$ cat src/rtl/keyboard_pkg.sv
// Shared scan-code constants, frame FSM encoding and key-level bundle for the
// PS/2 keyboard front end.
package keyboard_pkg;

    localparam logic [7:0] PS2_EXT   = 8'hE0;
    localparam logic [7:0] PS2_BRK   = 8'hF0;
    localparam logic [7:0] KEY_RIGHT = 8'h74;
    localparam logic [7:0] KEY_LEFT  = 8'h6B;
    localparam logic [7:0] KEY_FIRE  = 8'h29;

    typedef enum logic [1:0] {IDLE, DATA, PARITY, STOP} ps2_state_t;

    typedef struct packed {
        logic right;
        logic left;
        logic fire;
    } key_levels_t;

    // PS/2 uses odd parity over the eight data bits plus the parity bit.
    function automatic logic odd_parity_ok(input logic [7:0] data, input logic par);
        return ^{data, par};
    endfunction

endpackage

$ cat src/rtl/ps2_byte_rx.sv
// PS/2 device-to-host byte receiver: pin synchronisers, falling-edge detect,
// frame FSM with mid-frame timeout, and one-cycle byteValid/frameErr pulses.
module ps2_byte_rx
    import keyboard_pkg::*;
#(
    parameter int TIMEOUT_CYCLES = 50000
) (
    input  logic       clk,
    input  logic       resetN,
    input  logic       ps2Clk,
    input  logic       ps2Data,
    output logic       byteValid,
    output logic [7:0] rxByte,
    output logic       frameErr
);

    localparam int TW = (TIMEOUT_CYCLES > 2) ? $clog2(TIMEOUT_CYCLES) : 1;
    localparam logic [TW-1:0] TO_LAST = TW'(TIMEOUT_CYCLES - 1);

    // [0],[1] form the synchroniser; [2] is the previous synchronised value.
    logic [2:0]    clk_sync_q, clk_sync_d;
    logic [1:0]    dat_sync_q, dat_sync_d;
    ps2_state_t    state_q, state_d;
    logic [2:0]    bit_cnt_q, bit_cnt_d;
    logic [7:0]    shift_q, shift_d;
    logic          par_q, par_d;
    logic [TW-1:0] to_cnt_q, to_cnt_d;
    logic [7:0]    rx_byte_q, rx_byte_d;
    logic          byte_valid_q, byte_valid_d;
    logic          frame_err_q, frame_err_d;

    logic fall;
    logic data;
    logic timeout;

    assign fall    = clk_sync_q[2] & ~clk_sync_q[1];
    assign data    = dat_sync_q[1];
    assign timeout = (state_q != IDLE) && !fall && (to_cnt_q == TO_LAST);

    always_comb begin
        clk_sync_d   = {clk_sync_q[1:0], ps2Clk};
        dat_sync_d   = {dat_sync_q[0], ps2Data};
        state_d      = state_q;
        bit_cnt_d    = bit_cnt_q;
        shift_d      = shift_q;
        par_d        = par_q;
        to_cnt_d     = to_cnt_q;
        rx_byte_d    = rx_byte_q;
        byte_valid_d = 1'b0;
        frame_err_d  = 1'b0;

        if (fall)
            to_cnt_d = '0;
        else if (state_q != IDLE)
            to_cnt_d = to_cnt_q + TW'(1);

        if (timeout) begin
            state_d     = IDLE;
            frame_err_d = 1'b1;
            to_cnt_d    = '0;
        end else if (fall) begin
            case (state_q)
                IDLE: begin
                    if (!data) begin
                        state_d   = DATA;
                        bit_cnt_d = '0;
                    end
                end
                DATA: begin
                    shift_d   = {data, shift_q[7:1]};
                    bit_cnt_d = bit_cnt_q + 3'd1;
                    if (bit_cnt_q == 3'd7)
                        state_d = PARITY;
                end
                PARITY: begin
                    par_d   = data;
                    state_d = STOP;
                end
                STOP: begin
                    state_d = IDLE;
                    // Parity and stop faults collapse into one error pulse.
                    if (data && odd_parity_ok(shift_q, par_q)) begin
                        byte_valid_d = 1'b1;
                        rx_byte_d    = shift_q;
                    end else begin
                        frame_err_d = 1'b1;
                    end
                end
                default: state_d = IDLE;
            endcase
        end
    end

    // Synchronisers reset to the idle-high line level so release never fakes an edge.
    always_ff @(posedge clk or negedge resetN) begin
        if (!resetN) begin
            clk_sync_q   <= 3'b111;
            dat_sync_q   <= 2'b11;
            state_q      <= IDLE;
            bit_cnt_q    <= '0;
            shift_q      <= '0;
            par_q        <= 1'b0;
            to_cnt_q     <= '0;
            rx_byte_q    <= '0;
            byte_valid_q <= 1'b0;
            frame_err_q  <= 1'b0;
        end else begin
            clk_sync_q   <= clk_sync_d;
            dat_sync_q   <= dat_sync_d;
            state_q      <= state_d;
            bit_cnt_q    <= bit_cnt_d;
            shift_q      <= shift_d;
            par_q        <= par_d;
            to_cnt_q     <= to_cnt_d;
            rx_byte_q    <= rx_byte_d;
            byte_valid_q <= byte_valid_d;
            frame_err_q  <= frame_err_d;
        end
    end

    assign byteValid = byte_valid_q;
    assign rxByte    = rx_byte_q;
    assign frameErr  = frame_err_q;

endmodule

$ cat src/rtl/ps2_key_decoder.sv
// Keyboard front end: turns received PS/2 make/break sequences into held-key
// levels for right arrow, left arrow and space.
module ps2_key_decoder
    import keyboard_pkg::*;
#(
    parameter int         TIMEOUT_CYCLES = 50000,
    parameter logic [7:0] RIGHT_CODE     = KEY_RIGHT,
    parameter logic [7:0] LEFT_CODE      = KEY_LEFT,
    parameter logic [7:0] FIRE_CODE      = KEY_FIRE
) (
    input  logic       clk,
    input  logic       resetN,
    input  logic       ps2Clk,
    input  logic       ps2Data,
    output logic       right,
    output logic       left,
    output logic       fire,
    output logic       byteValid,
    output logic [7:0] rxByte,
    output logic       frameErr
);

    logic        rx_valid;
    logic [7:0]  rx_byte;
    logic        rx_err;

    logic        ext_q, ext_d;
    logic        brk_q, brk_d;
    key_levels_t keys_q, keys_d;

    ps2_byte_rx #(
        .TIMEOUT_CYCLES(TIMEOUT_CYCLES)
    ) u_rx (
        .clk      (clk),
        .resetN   (resetN),
        .ps2Clk   (ps2Clk),
        .ps2Data  (ps2Data),
        .byteValid(rx_valid),
        .rxByte   (rx_byte),
        .frameErr (rx_err)
    );

    always_comb begin
        ext_d  = ext_q;
        brk_d  = brk_q;
        keys_d = keys_q;

        // A damaged frame may have been part of a break sequence; forget any prefix.
        if (rx_err) begin
            ext_d = 1'b0;
            brk_d = 1'b0;
        end else if (rx_valid) begin
            if (rx_byte == PS2_EXT) begin
                ext_d = 1'b1;
            end else if (rx_byte == PS2_BRK) begin
                brk_d = 1'b1;
            end else begin
                if (ext_q && rx_byte == RIGHT_CODE)
                    keys_d.right = ~brk_q;
                if (ext_q && rx_byte == LEFT_CODE)
                    keys_d.left = ~brk_q;
                if (!ext_q && rx_byte == FIRE_CODE)
                    keys_d.fire = ~brk_q;
                ext_d = 1'b0;
                brk_d = 1'b0;
            end
        end
    end

    always_ff @(posedge clk or negedge resetN) begin
        if (!resetN) begin
            ext_q  <= 1'b0;
            brk_q  <= 1'b0;
            keys_q <= '0;
        end else begin
            ext_q  <= ext_d;
            brk_q  <= brk_d;
            keys_q <= keys_d;
        end
    end

    assign right     = keys_q.right;
    assign left      = keys_q.left;
    assign fire      = keys_q.fire;
    assign byteValid = rx_valid;
    assign rxByte    = rx_byte;
    assign frameErr  = rx_err;

endmodule
$ cat config.mk
export PLATFORM = sky130hd
export DESIGN_NAME = ps2_key_decoder
export DESIGN_NICKNAME = d
export VERILOG_FILES = /design/src/rtl/keyboard_pkg.sv /design/src/rtl/ps2_byte_rx.sv /design/src/rtl/ps2_key_decoder.sv
export SDC_FILE = /design/constraint.sdc
export NUM_CORES = 1
export LEC_CHECK = 0
export CORE_MARGIN = 3
export CORE_UTILIZATION = 50
export CTS_CLUSTER_SIZE = 8
export DETAILED_ROUTE_END_ITERATION = 7
export GPL_TIMING_DRIVEN = 0
export PLACE_DENSITY = 0.8
export SLEW_MARGIN = 15
export SYNTH_ARGS = -nofsm -noshare
export SYNTH_HDL_FRONTEND = slang
export SYNTH_SLANG_ARGS = --single-unit
$ cat constraint.sdc
create_clock -name clk -period 1.9 [get_ports clk]
set_input_delay 0.285 -clock clk [delete_from_list [all_inputs] [get_ports clk]]
set_output_delay 0.285 -clock clk [all_outputs]
set_load 0.05 [all_outputs]
### Yosys cells after proc, flatten, opt, wreduce, memory -nomap -nowiden

Index checks and enable logic that the tools add are counted.

* add/subtract/negate cells: 2
* equal/unequal tests: 15
* multiplexer cells: 26
* bitwise operators: 7
* reduce and logical (&&, ||, !) cells: 25

Operators by type and width (number)
* two-way mux 16 bit: 3
* adder 16 x 1 -> 16 bit, second input constant: 1
* equality test 16 bit, second input constant: 1
* equality test 8 x 7 -> 1 bit, second input constant: 2
* equality test 8 bit, second input constant: 2
* two-way mux 1 bit: 16
* AND reduction 5 bit: 3
* AND reduction 3 bit: 3
* XOR reduction 9 bit: 1
* equality test 8 x 6 -> 1 bit, second input constant: 1
* two-way mux 2 bit: 4
* one-hot mux 2 bit (4 select lines): 1
* AND reduction 4 bit: 2
* nonzero test 2 bit: 4
* logical AND 1 bit: 6
* NOT 1 bit: 6
* one-hot mux 3 bit (2 select lines): 1
* equality test 2 bit, second input constant: 2
* AND reduction 2 bit: 2
* adder 3 x 1 -> 3 bit, second input constant: 1
* equality test 3 bit, second input constant: 1
* two-way mux 3 bit: 1
* inequality test 3 x 1 -> 1 bit, second input constant: 1
* inequality test 3 x 2 -> 1 bit, second input constant: 1
* other kinds (8): 9

* register bits after elaboration: 50
* bits of input ports: 4
* output and inout port bits: 13
* word-level logic and storage cells: 90

### Logic depth before layout (Yosys ltp)

* word-level depth: 7
* gate-level depth with buffers: 8
* mapped depth without buffers: 7

### By module

Synthesis repeated with hierarchy kept, for this count alone.

* cell total of the unflattened synthesis: 226
* area, all modules: 2518.7 sq um

Modules (own cells, without submodules)
* ps2_byte_rx: instances 1, cells each 198, area an instance 2245.9 sq um, seq. area each 1132.3 sq um
* ps2_key_decoder: instances 1, cells each 28, area an instance 272.8 sq um, seq. area each 125.1 sq um

### Worst setup path before layout

Ideal clock, no wire load.

* path kind: flip-flop to flip-flop
* start point: register u_rx.state_q[0]
* end point: register u_rx.state_q[0]
* setup time: 0.122 ns
* arrival time: 1.876 ns
* required time: 1.778 ns
* path slack: -0.098 ns
* stages on the path, launching flop included: 8
* buffers on the path: 0
* clock period less this slack: 1.998 ns
* cells stage by stage: dfrtp_1 -> inv_1 -> ha_1 -> or4bb_1 -> nor4_4 -> or2_1 -> o211ai_1 -> a32o_1

* cells in the longest elaborated chain, start to end: 5
* elaborated cells on any way between the ends: 14
* classes of those cells: eq/ne: 5; mux: 3; reduce/logical: 6

RTL lines
* start, declared: RTL line ps2_byte_rx.sv:23 `ps2_state_t state_q, state_d;`
* start signal, assigned: RTL line ps2_byte_rx.sv:110 `state_q <= state_d;`
* parallel branches: the longest is 5 deep, another holds one-hot mux 2 bit (4 select lines)

Several ways; the timed one is not identified. The select of a mux whose other input is x is not followed.
A chain may end at the register's enable or synchronous reset.

### Final worst setup path

* start point: register u_rx.state_q[0]
* end point: register u_rx.state_q[1]

The elaborated chain is that of the path after synthesis.

==> results.md <==
* Worst Tran Pin Value at 0.625 ns
* Clock root buffer: clkbuf_8
* Critical path's slowest cell: or4bb_4
* Avg Inst Size Synth at 11.2 um^2
* Leak at 1.35 nW
* Seq/Total Area, Yosys at 51.4%
* Core area at 4530 um^2
* WP data arrival at 2.18 ns
* Routability-driven placement congestion ratio at 0.845
* Critical Path End Type: flop
* Max-Cap Viols at 0
* Total number of vias at 1792
* Setup slack at placement at -0.335 ns
* Asr flop ratio synth at 100%
* Drt drc at 0
* RSZ-0062 raised after global routing: true
* Startpoint types: flop
* Initial Util at 53.9%
* Top_reg_cell synth: dfrtp_1
* Initial DRC Count at 124
* # IOs at 17
* Area growth syn-to-layout at 25.5%
* Slew headroom at 58.3%
* Final slew viol count at 0
* Largest area contributor in the netlist: dfrtp_1
* Inserted Clock Buffers at 5
* Dominant cells by area after synthesis: dfrtp_1 46%, mux2_2 7.8%, dfstp_2 5.4%, xnor2_1 4.7%, ha_1 4.1%
* Final Hold Fails at 8
* FMAX at 505 MHz
* PwrDens at 1260 nW/um^2
* DR pass1 iterations at 4
* Overall routing resource usage at 17.6%
* Num rows at 24
* Commonest non-fill, non-tap cells in the layout: 45 x dfrtp_1, 19 x nand2_1, 15 x mux2_2
* Avg WL per Cell at 15.4 um
* Share of cells above drive strength 1 at 29.0%
* Largest net degree at the start of global routing at 28
* Most common cell after layout, fill and taps aside: dfrtp_1
* Worst vdd ir at 0.713 mV
* Reg2Reg Depth at 7
* Count of buffers from port buffering at 16
* Clk slew on worst S/H paths at 0.09 ns
* Detail Placement HPWL at 3100 um
* Global-route wire length before repair at 8310 um
* Fillers at 321
* Worst-path cell chain: inv_2 > ha_4 > or4bb_4 > nor4_4 > or2_1 > o211ai_1 > a32o_1
* Worst min path class: in -> async
* Fin crit period at 1.98 ns
* Die area at 5770 um^2
* Clock Skews at 0.00635 ns
* Die Height at 75.9 um
* GRT overflow at 0
* Initial antenna violation count at 0
* Cells after Synth at 219
* CP required at 2.10 ns
* Flops & latches, synth at 50
* EDFF count, synth at 0
* Vias in the first global route at 1767
* Number of nets with antenna violations after routing at 0
* Vias per inst at 5.53
* Critical path depth at 7
* Largest delay contributor family on the critical path: simple AND/OR/NAND/NOR gates
* Top cell type's share of synthesized area at 46.0%
* CTS tree: built
* Tcrit/Tclk final at 104%
* Sink Count at 50
* Final Power at 3.88 mW
* Hold_ws at -0.0124 ns
* Clock Tree Buf Depth at 2
* Crit Path Class: reg -> reg
* Mapped Area at 2450 um^2
* Cell variety after synth at 46
* Failing checks: hold timing, setup timing
* Slowest stage delay, CP at 0.53 ns
* Setup slack after layout at -0.0797 ns
* Hold Buf Count CTS at 0
* H-tree depth at 2
* ANT cells at 0
* Nets at 270
* Mapped Nets at 231
* Clock latency on the worst-skew pair at 0.30 ns
* Synth Warn # at 0
* Die width at 75.9 um
* Detailed Route WL at 4980 um
* WP buf/inv at 1
* Final setup viols at 18
* Status: finished with violations
* Crit path max fanout at 3
registers in the layout, summed over array words and instances (netlist names), 2 cells and up:
register	cells
u_rx.clk_sync_q	3
u_rx.state_q	2
u_rx.dat_sync_q	2
u_rx.rxByte	8
u_rx.shift_q	8
u_rx.bit_cnt_q	3
u_rx.to_cnt_q	16
worst reg2reg max path, stage by stage, from the launching register on:
cell and delay (ns):
dfrtp_1 0.38, inv_2 0.07, ha_4 0.16, or4bb_4 0.53, nor4_4 0.21, or2_1 0.19, o211ai_1 0.12, a32o_1 0.22
worst paths after layout:
kind / startpoint / endpoint / slack (ns)
max in group asynchronous: resetN / u_rx.dat_sync_q[0] / 1.30
worst max register to register: u_rx.state_q[0] / u_rx.state_q[1] / -0.08
min in group clk: u_rx.dat_sync_q[0] / u_rx.dat_sync_q[1] / 0.36
worst min-delay path: resetN / fire / -0.01
worst max-delay path: u_rx.state_q[0] / u_rx.state_q[1] / -0.08
worst min register to register: u_rx.dat_sync_q[0] / u_rx.dat_sync_q[1] / 0.36
cells by family after synthesis:
logic type | count (synthesis) | synth area share, %
flip-flops | 50 | 51.4
multiplexers | 18 | 8.24
AND/OR/NAND/NOR | 85 | 19.5
adder cells (fa/ha/maj) | 8 | 4.09
buffers and inverters | 11 | 1.84
AO/OA/AOI/OAI | 28 | 7.26
XOR/XNOR | 19 | 7.67
synthesized netlist by cell type, types with 2 or more instances:
| master | count |
|---|---|
| nand2_1 | 21 |
| buf_2 | 3 |
| nor2_1 | 21 |
| dfrtp_1 | 45 |
| nand3_1 | 6 |
| nor2b_1 | 3 |
| ha_1 | 8 |
| a32o_1 | 2 |
| mux2_2 | 17 |
| dfstp_2 | 5 |
| a21o_1 | 3 |
| nand4_1 | 5 |
| nor4b_1 | 2 |
| and3_1 | 2 |
| a21oi_1 | 7 |
| and4_1 | 2 |
| a22o_1 | 2 |
| or3_1 | 2 |
| nand2b_1 | 4 |
| xor2_1 | 4 |
| inv_1 | 6 |
| o21ai_0 | 9 |
| nor3b_1 | 2 |
| nor3_1 | 4 |
| xnor2_1 | 13 |
per-stage QoR:
stage                     utilization, %  std cells  cell area, um^2  hold slack (ns)  setup TNS [ns]
after floorplan                        -        219             2460          -0.0106         -0.0327
after global placement              59.5        300             2700            0.346          -43.98
after detailed placement            60.0        301             2720            0.338           -3.41
after CTS                           64.7        320             2930          0.00719           -2.01
after global routing                67.7        324             3070           0.0335           -2.15
final                               67.7        324             3070          -0.0124          -0.895
cell type report:
type	instances	area [um^2]	area share, %
Buffer	4	30.0	0.978
Clock buffer	7	86.3	2.81
Clock inverter	1	5.00	0.163
Inverter	6	22.5	0.734
Multi-Input combinational cell	159	1280	41.7
Sequential cell	50	1260	41.0
Tap cell	65	81.3	2.65
Timing Repair Buffer	32	305	9.95
timing repair:
item | CTS | global route
cloned | 1 | 1
setup buffers | 10 | 5
endpoints found under the setup margin | 22 | 27
pin swaps | 12 | 14
gates resized for setup | 7 | 27
layer usage:
| layer | up-vias | global-route usage, % | part of all wire, % |
|---|---|---|---|
| met1 | 900 | 23.2 | 46 |
| met5 | - | 0 | 0 |
| met4 | 0 | 7.79 | 1.6 |
| met2 | 31 | 28.2 | 49 |
| li1 | 853 | - | - |
| met3 | 8 | 3.55 | 3.4 |
where the power goes:
group	switching, mW	leakage [nW]	internal [mW]
combinational	0.851	0.637	0.915
sequential	0.222	0.662	1.26
clock	0.334	0.0482	0.294
No activity file was read; power rests on OpenSTA's default activity.
